**src/rtl/uart_tx_if.sv**
```systemverilog
// Bus bundle for the UART transmitter: control, holding-register write port and status.
interface uart_tx_if #(
    parameter int BRG_W = 16
);
    logic             TXEN;
    logic [BRG_W-1:0] BRG;
    logic             wr_en;
    logic [7:0]       din;
    logic             UTXBRK;
    logic             UxTX;
    logic             UxTXIF;
    logic             TRMT;

    modport master (
        output TXEN, BRG, wr_en, din, UTXBRK,
        input  UxTX, UxTXIF, TRMT
    );

    modport slave (
        input  TXEN, BRG, wr_en, din, UTXBRK,
        output UxTX, UxTXIF, TRMT
    );
endinterface

```
**src/rtl/uart_tx.sv**
```systemverilog
// UART transmitter: 8N1 frames with a one-entry holding register and sync-break generation.
//
// state | meaning
// IDLE  | line high, waiting for the holding register to fill
// START | start bit (low)
// DATA  | eight data bits, LSB first
// STOP  | stop bit (high); may chain straight into the next frame
// BREAK | thirteen low bit periods ahead of an auto-baud sync character
module uart_tx #(
    parameter int BRG_W = 16
) (
    input logic     clk,
    input logic     rst,
    uart_tx_if.slave bus
);
    typedef enum logic [2:0] {IDLE, START, DATA, STOP, BREAK} state_t;

    state_t           state_q, state_d;
    logic             full_q, full_d;
    logic [7:0]       hold_q, hold_d;
    logic [7:0]       shift_q, shift_d;
    logic [BRG_W-1:0] bcnt_q, bcnt_d;
    logic [BRG_W-1:0] brg_q, brg_d;
    logic [3:0]       bitcnt_q, bitcnt_d;
    logic             tx_q, tx_d;

    logic tick;
    logic xfer;
    logic wr_ok;

    // The divisor in use is latched at transfer and at each wrap, so BRG edits land on a wrap.
    assign tick  = (state_q != IDLE) && (bcnt_q == brg_q);
    assign xfer  = bus.TXEN && full_q && ((state_q == IDLE) || ((state_q == STOP) && tick));
    assign wr_ok = bus.wr_en && bus.TXEN && (!full_q || xfer);

    // Next-state, holding register, counters and the next value of the serial line.
    always_comb begin
        state_d  = state_q;
        full_d   = full_q;
        hold_d   = hold_q;
        shift_d  = shift_q;
        bitcnt_d = bitcnt_q;
        bcnt_d   = ((state_q == IDLE) || tick) ? '0 : bcnt_q + 1'b1;
        brg_d    = tick ? bus.BRG : brg_q;

        if (wr_ok) begin
            full_d = 1'b1;
            hold_d = bus.din;
        end else if (xfer) begin
            full_d = 1'b0;
        end

        case (state_q)
            IDLE: ;
            START: begin
                if (tick) begin
                    state_d  = DATA;
                    bitcnt_d = 4'd0;
                end
            end
            DATA: begin
                if (tick) begin
                    shift_d  = {1'b0, shift_q[7:1]};
                    bitcnt_d = bitcnt_q + 4'd1;
                    if (bitcnt_q == 4'd7) begin
                        state_d = STOP;
                    end
                end
            end
            BREAK: begin
                if (tick) begin
                    if (bitcnt_q == 4'd12) begin
                        state_d  = STOP;
                        bitcnt_d = 4'd0;
                    end else begin
                        bitcnt_d = bitcnt_q + 4'd1;
                    end
                end
            end
            STOP: begin
                if (tick) begin
                    state_d = IDLE;
                end
            end
            default: state_d = IDLE;
        endcase

        // A transfer restarts the bit timing so the first bit is always a full period.
        if (xfer) begin
            state_d  = bus.UTXBRK ? BREAK : START;
            shift_d  = hold_q;
            bitcnt_d = 4'd0;
            bcnt_d   = '0;
            brg_d    = bus.BRG;
        end

        if (!bus.TXEN) begin
            state_d  = IDLE;
            full_d   = 1'b0;
            bitcnt_d = 4'd0;
            bcnt_d   = '0;
        end

        case (state_d)
            START:   tx_d = 1'b0;
            DATA:    tx_d = shift_d[0];
            BREAK:   tx_d = 1'b0;
            default: tx_d = 1'b1;
        endcase
    end

    // State and datapath registers.
    always_ff @(posedge clk or posedge rst) begin
        if (rst) begin
            state_q  <= IDLE;
            full_q   <= 1'b0;
            hold_q   <= 8'h00;
            shift_q  <= 8'h00;
            bcnt_q   <= '0;
            brg_q    <= '0;
            bitcnt_q <= 4'd0;
            tx_q     <= 1'b1;
        end else begin
            state_q  <= state_d;
            full_q   <= full_d;
            hold_q   <= hold_d;
            shift_q  <= shift_d;
            bcnt_q   <= bcnt_d;
            brg_q    <= brg_d;
            bitcnt_q <= bitcnt_d;
            tx_q     <= tx_d;
        end
    end

    assign bus.UxTX   = tx_q;
    assign bus.UxTXIF = !full_q;
    assign bus.TRMT   = (state_q == IDLE);
endmodule

```
**src/flat_wrapper.sv**
```systemverilog
// flat-port wrapper written by rule: the top's interface ports become plain ports
module uart_tx_flat 
#(
    parameter int BRG_W = 16
)
  (clk, rst, bus_TXEN, bus_BRG, bus_wr_en, bus_din, bus_UTXBRK, bus_UxTX, bus_UxTXIF, bus_TRMT);
  uart_tx_if #(.BRG_W(BRG_W)) bus_i ();
  input logic clk;
  input logic rst;
  input wire logic [$bits(bus_i.TXEN)-1:0] bus_TXEN;
  input wire logic [$bits(bus_i.BRG)-1:0] bus_BRG;
  input wire logic [$bits(bus_i.wr_en)-1:0] bus_wr_en;
  input wire logic [$bits(bus_i.din)-1:0] bus_din;
  input wire logic [$bits(bus_i.UTXBRK)-1:0] bus_UTXBRK;
  output wire logic [$bits(bus_i.UxTX)-1:0] bus_UxTX;
  output wire logic [$bits(bus_i.UxTXIF)-1:0] bus_UxTXIF;
  output wire logic [$bits(bus_i.TRMT)-1:0] bus_TRMT;
  assign bus_i.TXEN = bus_TXEN;
  assign bus_i.BRG = bus_BRG;
  assign bus_i.wr_en = bus_wr_en;
  assign bus_i.din = bus_din;
  assign bus_i.UTXBRK = bus_UTXBRK;
  assign bus_UxTX = bus_i.UxTX;
  assign bus_UxTXIF = bus_i.UxTXIF;
  assign bus_TRMT = bus_i.TRMT;
  uart_tx #(.BRG_W(BRG_W)) u_core (.clk(clk), .rst(rst), .bus(bus_i));
endmodule
```
**config.mk**
```make
export PLATFORM = sky130hd
export DESIGN_NAME = uart_tx_flat
export DESIGN_NICKNAME = d
export VERILOG_FILES = /design/src/rtl/uart_tx_if.sv /design/src/rtl/uart_tx.sv /design/src/flat_wrapper.sv
export SDC_FILE = /design/constraint.sdc
export NUM_CORES = 1
export LEC_CHECK = 0
export CORE_UTILIZATION = 45
export DETAILED_ROUTE_END_ITERATION = 8
export PLACE_DENSITY = 0.7
export SYNTH_ARGS = -nofsm -noshare
export SYNTH_HDL_FRONTEND = slang
export SYNTH_SLANG_ARGS = --single-unit
```
**constraint.sdc**
```tcl
create_clock -name clk -period 4.14 [get_ports clk]
set_input_delay 0.414 -clock clk [delete_from_list [all_inputs] [get_ports clk]]
set_output_delay 0.414 -clock clk [all_outputs]
set_load 0.03 [all_outputs]
```
==> results of run 1 <==
## registers in the layout (all words and copies together), names as in the netlist
register,count
u_core.hold_q,8
u_core.state_q,3
u_core.full_q,1
u_core.bitcnt_q,4
u_core.bus.UxTX,1
u_core.bcnt_q,16
u_core.brg_q,16
u_core.shift_q,8
## metal layers
layer  vias to the layer above  GRT usage, %  wire length [µm]
met2                        33          24.8              2180
met5                         -             0                 0
li1                        913             -                 -
met4                         0          10.7                84
met1                       935          25.4              2550
met3                         8          3.78               110
## worst min path at each step
stage	startpoint	to	slack, ns	cells after the start
2_1_floorplan	u_core.hold_q[7]$_DFFE_PP0P_	u_core.shift_q[7]$_DFFE_PP0P_	0.44	2
3_3_place_gp	u_core.shift_q[3]$_DFFE_PP0P_	u_core.shift_q[3]$_DFFE_PP0P_	0.46	1
3_5_place_dp	u_core.shift_q[3]$_DFFE_PP0P_	u_core.shift_q[3]$_DFFE_PP0P_	0.47	1
4_1_cts	u_core.shift_q[3]$_DFFE_PP0P_	u_core.shift_q[3]$_DFFE_PP0P_	0.48	1
5_1_grt	u_core.shift_q[3]$_DFFE_PP0P_	u_core.shift_q[3]$_DFFE_PP0P_	0.50	1
6_report	rst	u_core.brg_q[13]$_DFFE_PP0P_	0.47	2
## logic make-up after synthesis
logic type | after synthesis | share of synthesized area [%]
AO/OA/AOI/OAI | 32 | 8.40
multiplexers | 29 | 11.4
AND/OR/NAND/NOR | 76 | 16.7
XOR/XNOR | 31 | 9.81
flip-flops | 57 | 50.2
adder cells (fa/ha/maj) | 3 | 1.32
buffers and inverters | 13 | 2.20
## final cells by class
class                   instances  area [µm²]
repair buffers                 33         325
inverters                       6        22.5
multi-input cells             171        1350
fillers                       531        2640
clock inverters                 3        17.5
clock buffers                  12         145
flip-flops and latches         57        1430
well taps                      75        93.8
## worst max-delay path: stages (launching register included)
cell and delay (ns):
dfrtp_1 0.42, xor2_1 0.18, nor4_2 0.39, and4_1 0.32, a21oi_1 0.10, nor2_1 0.61, nor2_1 0.29, a21o_1 0.24
## Yosys cell counts, types with 2 or more instances
library cell / count
xnor2_1: 5
nand3b_1: 2
dfrtp_1: 56
nor4_4: 2
nor4_2: 2
xor2_1: 25
ha_1: 3
nor2b_1: 8
o21a_1: 3
buf_2: 2
clkbuf_1: 3
nor3_1: 2
mux2_2: 23
nand4_1: 2
and2_1: 2
a21o_1: 7
mux2_1: 3
o21ai_0: 3
mux2i_1: 3
a22o_1: 6
nand2_1: 9
nor3b_1: 3
nand3_1: 9
a21oi_1: 3
nor2_1: 23
inv_1: 6
and3_1: 5
## metrics by stage
step	total power, µW	setup WS (ns)	util (%)	instances	area (µm²)
after floorplan	836	1.76	-	241	2840
after detailed placement	908	1.45	53.5	342	3220
after CTS	1350	1.43	56.2	357	3390
final	1330	1.47	56.2	357	3390
after global routing	1410	1.16	56.2	357	3390
after global placement	903	1.49	53.5	342	3220
## power by group through the flow
stage          Clock (µW)  Sequential, µW  Combinational (µW)
2_1_floorplan           0             680                 156
3_3_place_gp            0             696                 207
3_5_place_dp            0             697                 212
4_1_cts               449             687                 213
5_1_grt               480             695                 231
6_report              435             686                 209
## placed cells by master, fill, tap and decap left out, types with 3 or more instances in the layout
cell type	Yosys	layout
dfrtp_1	56	56
clkdlybuf4s50_1	0	31
xor2_1	25	25
nor2_1	23	23
mux2_2	23	23
clkbuf_8	0	10
nand2_1	9	9
nand3_1	9	9
nor2b_1	8	8
a21o_1	7	7
a22o_1	6	6
inv_1	6	5
and3_1	5	5
xnor2_1	5	5
a21oi_1	3	3
o21ai_0	3	3
nor3b_1	3	3
mux2i_1	3	3
mux2_1	3	3
o21a_1	3	3
ha_1	3	3
==> summary.txt, run 1 <==
DRT Wirelength: 4920 µm
Hold Slack: 0.473 ns
Synthesized cell area: 2840 µm²
Clock tree from TritonCTS: done
IO Pins: 32
Syn nets: 273
Sequential share of power: 51.6%
Iteration-0 DRC Markers: 83
Post-cts sizing count: 0
Port Buffer Count: 31
Outcome: finished, final reports clean
First-pass GRT wire length: 8730 µm
Bufs on Longest Clock Path: 2
Yosys cell types: 48
WS Path Type: reg -> reg
Crit path capture: u_core.shift_q[1]$_DFFE_PP0P_
R2R cell count: 7
Sw frac: 26.4%
Sw power: 351 µW
Sequential share of the synthesized area: 50.2%
Die area: 6640 µm²
Yosys top cell by area: dfrtp_1
Post-synthesis cell count: 241
Worst Max-Slew Pin Slew: 0.790 ns
Leak: 0.00148 µW
Final setup viols: 0
Placer congestion estimate: 0.755
Post-CTS Hold Fix Bufs: 0
H-Tree Level Count: 3
Layout cells sized above 1: 17.7%
Reg2reg end: u_core.shift_q[1]$_DFFE_PP0P_
Syn_area_per_cell: 11.8 µm²
CP Data Arrival Time: 2.88 ns
Rows: 28
Worst hold path class: in -> async
Core area: 6030 µm²
Final Cycle Share: 64.4%
Final slew viol count: 0
Fmax: 375 MHz
Hpwl dp: 3570 µm
Internal: 979 µW
Die height: 81.5 µm
Synth top area share: 49.3%
First-pass DRT Iterations: 5
Worst-skew pair later-pin latency: 0.33 ns
Initial Util: 47.2%
Setup TNS: 0 ns
Crit path capture type: flop
Worst clock skew: 0.00627 ns
Postcts setup bufs: 0
Post-synth EDFFs: 0
DIE WIDTH: 81.5 µm
Vias per Instance: 5.29
Antenna cells: 0
CP max FO: 13
Hold Fails Final Rpt: 0
CTS Buf Count: 9
Largest cells by area after synthesis: dfrtp_1 (49%), mux2_2 (9.1%), xor2_1 (7.7%)
R2r setup slk: 1.47 ns
Vias after detailed routing: 1889
Worst EP required: 4.36 ns
Clock power share: 32.7%
Vias in the first global route: 1840
CTS root buf: clkbuf_8
Power per cell area: 393 nW/µm²
DR WL/cell: 13.8 µm
Combinational power share: 15.7%
Clk sink count: 57
Clock Pin Slew Worst Setup and Hold Paths: 0.06 ns
Nets: 310
Largest net degree at the start of global routing: 31
FF+latch count, synth: 57
Yosys Warn Count: 0
Maximum vdd drop: 0.193 mV
Crit start category: flop
CP Launch Point: u_core.bcnt_q[12]$_DFF_PP0_
Total GRT Usage: 17.9%
Final min period: 2.67 ns
Global route overflow: 0
Ys flop type: dfrtp_1
Max Cap Viol: 0
R2R Path Start: u_core.bcnt_q[12]$_DFF_PP0_
Syn-to-layout area delta: 19.0%
Antenna violations before repair: 0
ANT nets after route: 0
Max_slew headroom: 47.1%
DRC viols: 0
RSZ-0062 raised after global routing: false
Asr flop ratio synth: 100%
Power figures use the tool's default switching activity.
==> run 2: changes to the inputs <==
PLACE_DENSITY = 0.73   (was 0.7)
clock period = 2.3 ns   (was 4.14 ns; I/O delays follow)
==> summary.txt, run 2 (synthesis gave the netlist of run 1 again) <==
Final setup viols: 0
CTS Buf Count: 9
Worst hold path class: in -> async
Clock tree from TritonCTS: done
Most frequent cells in the layout: dfrtp_1 (55), clkdlybuf4s50_1 (30), xor2_1 (24)
Leak: 0.00169 µW
Final min period: 2.27 ns
Initial Util: 47.2%
Vias in the first global route: 1928
Rows: 28
Power per cell area: 759 nW/µm²
WL met2: 2740 µm
Outcome: finished, final reports clean
Metal-1 WL: 2850 µm
CTS root buf: clkbuf_8
Bufs on Longest Clock Path: 2
Vias after detailed routing: 2002
Die area: 6640 µm²
Most common cell after layout, fill and taps aside: dfrtp_1
CP Data Arrival Time: 2.50 ns
Crit start category: flop
Fmax: 440 MHz
Post-route design area: 3770 µm²
Max_slew headroom: 61.7%
First-pass GRT wire length: 9280 µm
CP max FO: 8
Top sig layer: met4
ANT nets after route: 0
IO Pins: 32
DRC viols: 0
Util after Layout: 62.6%
Crit path capture type: flop
Worst-skew pair later-pin latency: 0.34 ns
Total GRT Usage: 19.2%
Crit-path slowest cell: dfrtp_1
Top delay family on crit path: buffers and inverters
Nets: 332
Placed cell area: 3360 µm²
Layout cells sized above 1: 26.6%
Clock Pin Slew Worst Setup and Hold Paths: 0.07 ns
Post-CTS Hold Fix Bufs: 0
Max Cap Viol: 0
CP max stage delay: 0.42 ns
Core area: 6030 µm²
Vias per Instance: 5.27
Clk sink count: 57
Hold Fails Final Rpt: 0
Crit path buffers/inverters: 3
Largest net degree at the start of global routing: 33
H-Tree Level Count: 3
Placer congestion estimate: 0.792
Syn-to-layout area delta: 32.7%
DRT Wirelength: 5920 µm
Antenna cells: 0
Setup TNS: 0 ns
Regs by FF count: u_core.bcnt_q: 16 flops, u_core.brg_q: 16 flops
Cell breakdown of the critical path: xor2_2 > nor4_4 > buf_4 > nand4_4 > buf_6 > o32ai_4 > clkbuf_16 > mux2_4
Die height: 81.5 µm
WS Path Type: reg -> reg
DR WL/cell: 15.6 µm
Antenna violations before repair: 0
Final Cycle Share: 98.8%
Pwr Total: 2860 µW
Hpwl dp: 3730 µm
Worst EP required: 2.52 ns
Worst clock skew: 0.00786 ns
Hold Slack: 0.260 ns
Worst Max-Slew Pin Slew: 0.574 ns
Maximum vdd drop: 0.547 mV
Final slew viol count: 0
Port Buffer Count: 31
Met3 wire length: 243 µm
Iteration-0 DRC Markers: 87
Global route overflow: 0
RSZ-0062 raised after global routing: true
DIE WIDTH: 81.5 µm
First-pass DRT Iterations: 4
run 2: area by class of cell:
| class | count | area, µm² |
|---|---|---|
| Fill cell | 487 | 2250 |
| Multi-Input combinational cell | 171 | 1430 |
| Sequential cell | 57 | 1430 |
| Timing Repair Buffer | 55 | 552 |
| Clock buffer | 11 | 141 |
| Clock inverter | 5 | 103 |
| Tap cell | 75 | 93.8 |
| Inverter | 6 | 22.5 |
run 2: layer usage:
layer / GRT usage [%] / vias up
met2: 27.3 / 40
met1: 26.8 / 994
li1: - / 962
met3: 5.67 / 6
met4: 8.57 / 0
met5: 0 / -
run 2: final timing paths:
kind	from	end	cells past startpoint	slack, ns
setup / recovery	u_core.bcnt_q[5]$_DFF_PP0_	u_core.brg_q[11]$_DFFE_PP0P_	8	0.03
hold / removal	rst	u_core.hold_q[7]$_DFFE_PP0P_	2	0.26
setup reg to reg	u_core.bcnt_q[5]$_DFF_PP0_	u_core.brg_q[11]$_DFFE_PP0P_	8	0.03
hold reg to reg	u_core.shift_q[4]$_DFFE_PP0P_	u_core.shift_q[4]$_DFFE_PP0P_	1	0.48
max in group asynchronous	rst	u_core.bcnt_q[8]$_DFF_PP0_	3	1.46
min in group clk	bus_UTXBRK	u_core.state_q[2]$_DFF_PP0_	3	0.48
run 2: worst register-to-register path: stages (launching register included):
cell and delay [ns]:
dfrtp_1 0.42, xor2_2 0.21, nor4_4 0.31, buf_4 0.17, nand4_4 0.14, buf_6 0.16
o32ai_4 0.19, clkbuf_16 0.25, mux2_4 0.30
run 2: where the power goes:
part	switching, µW	total [µW]	internal (µW)	leakage, µW
registers	102	1240	1140	0.000722
logic	189	464	275	0.000853
clock network	410	1160	747	0.000120
run 2: what timing repair did:
action                     in CTS  in global routing
gates resized for setup         0                 21
setup buffers                   0                  7
setup endpoints to repair       0                 11
hold endpoints to repair        0                  0
run 2: per-stage QoR:
step | setup WS, ns | cells
3_5_place_dp | 0.0293 | 356
4_1_cts | 0.000873 | 372
3_3_place_gp | 0.0450 | 356
6_report | 0.0278 | 380
2_1_floorplan | 0.105 | 241
5_1_grt | -0.0832 | 380
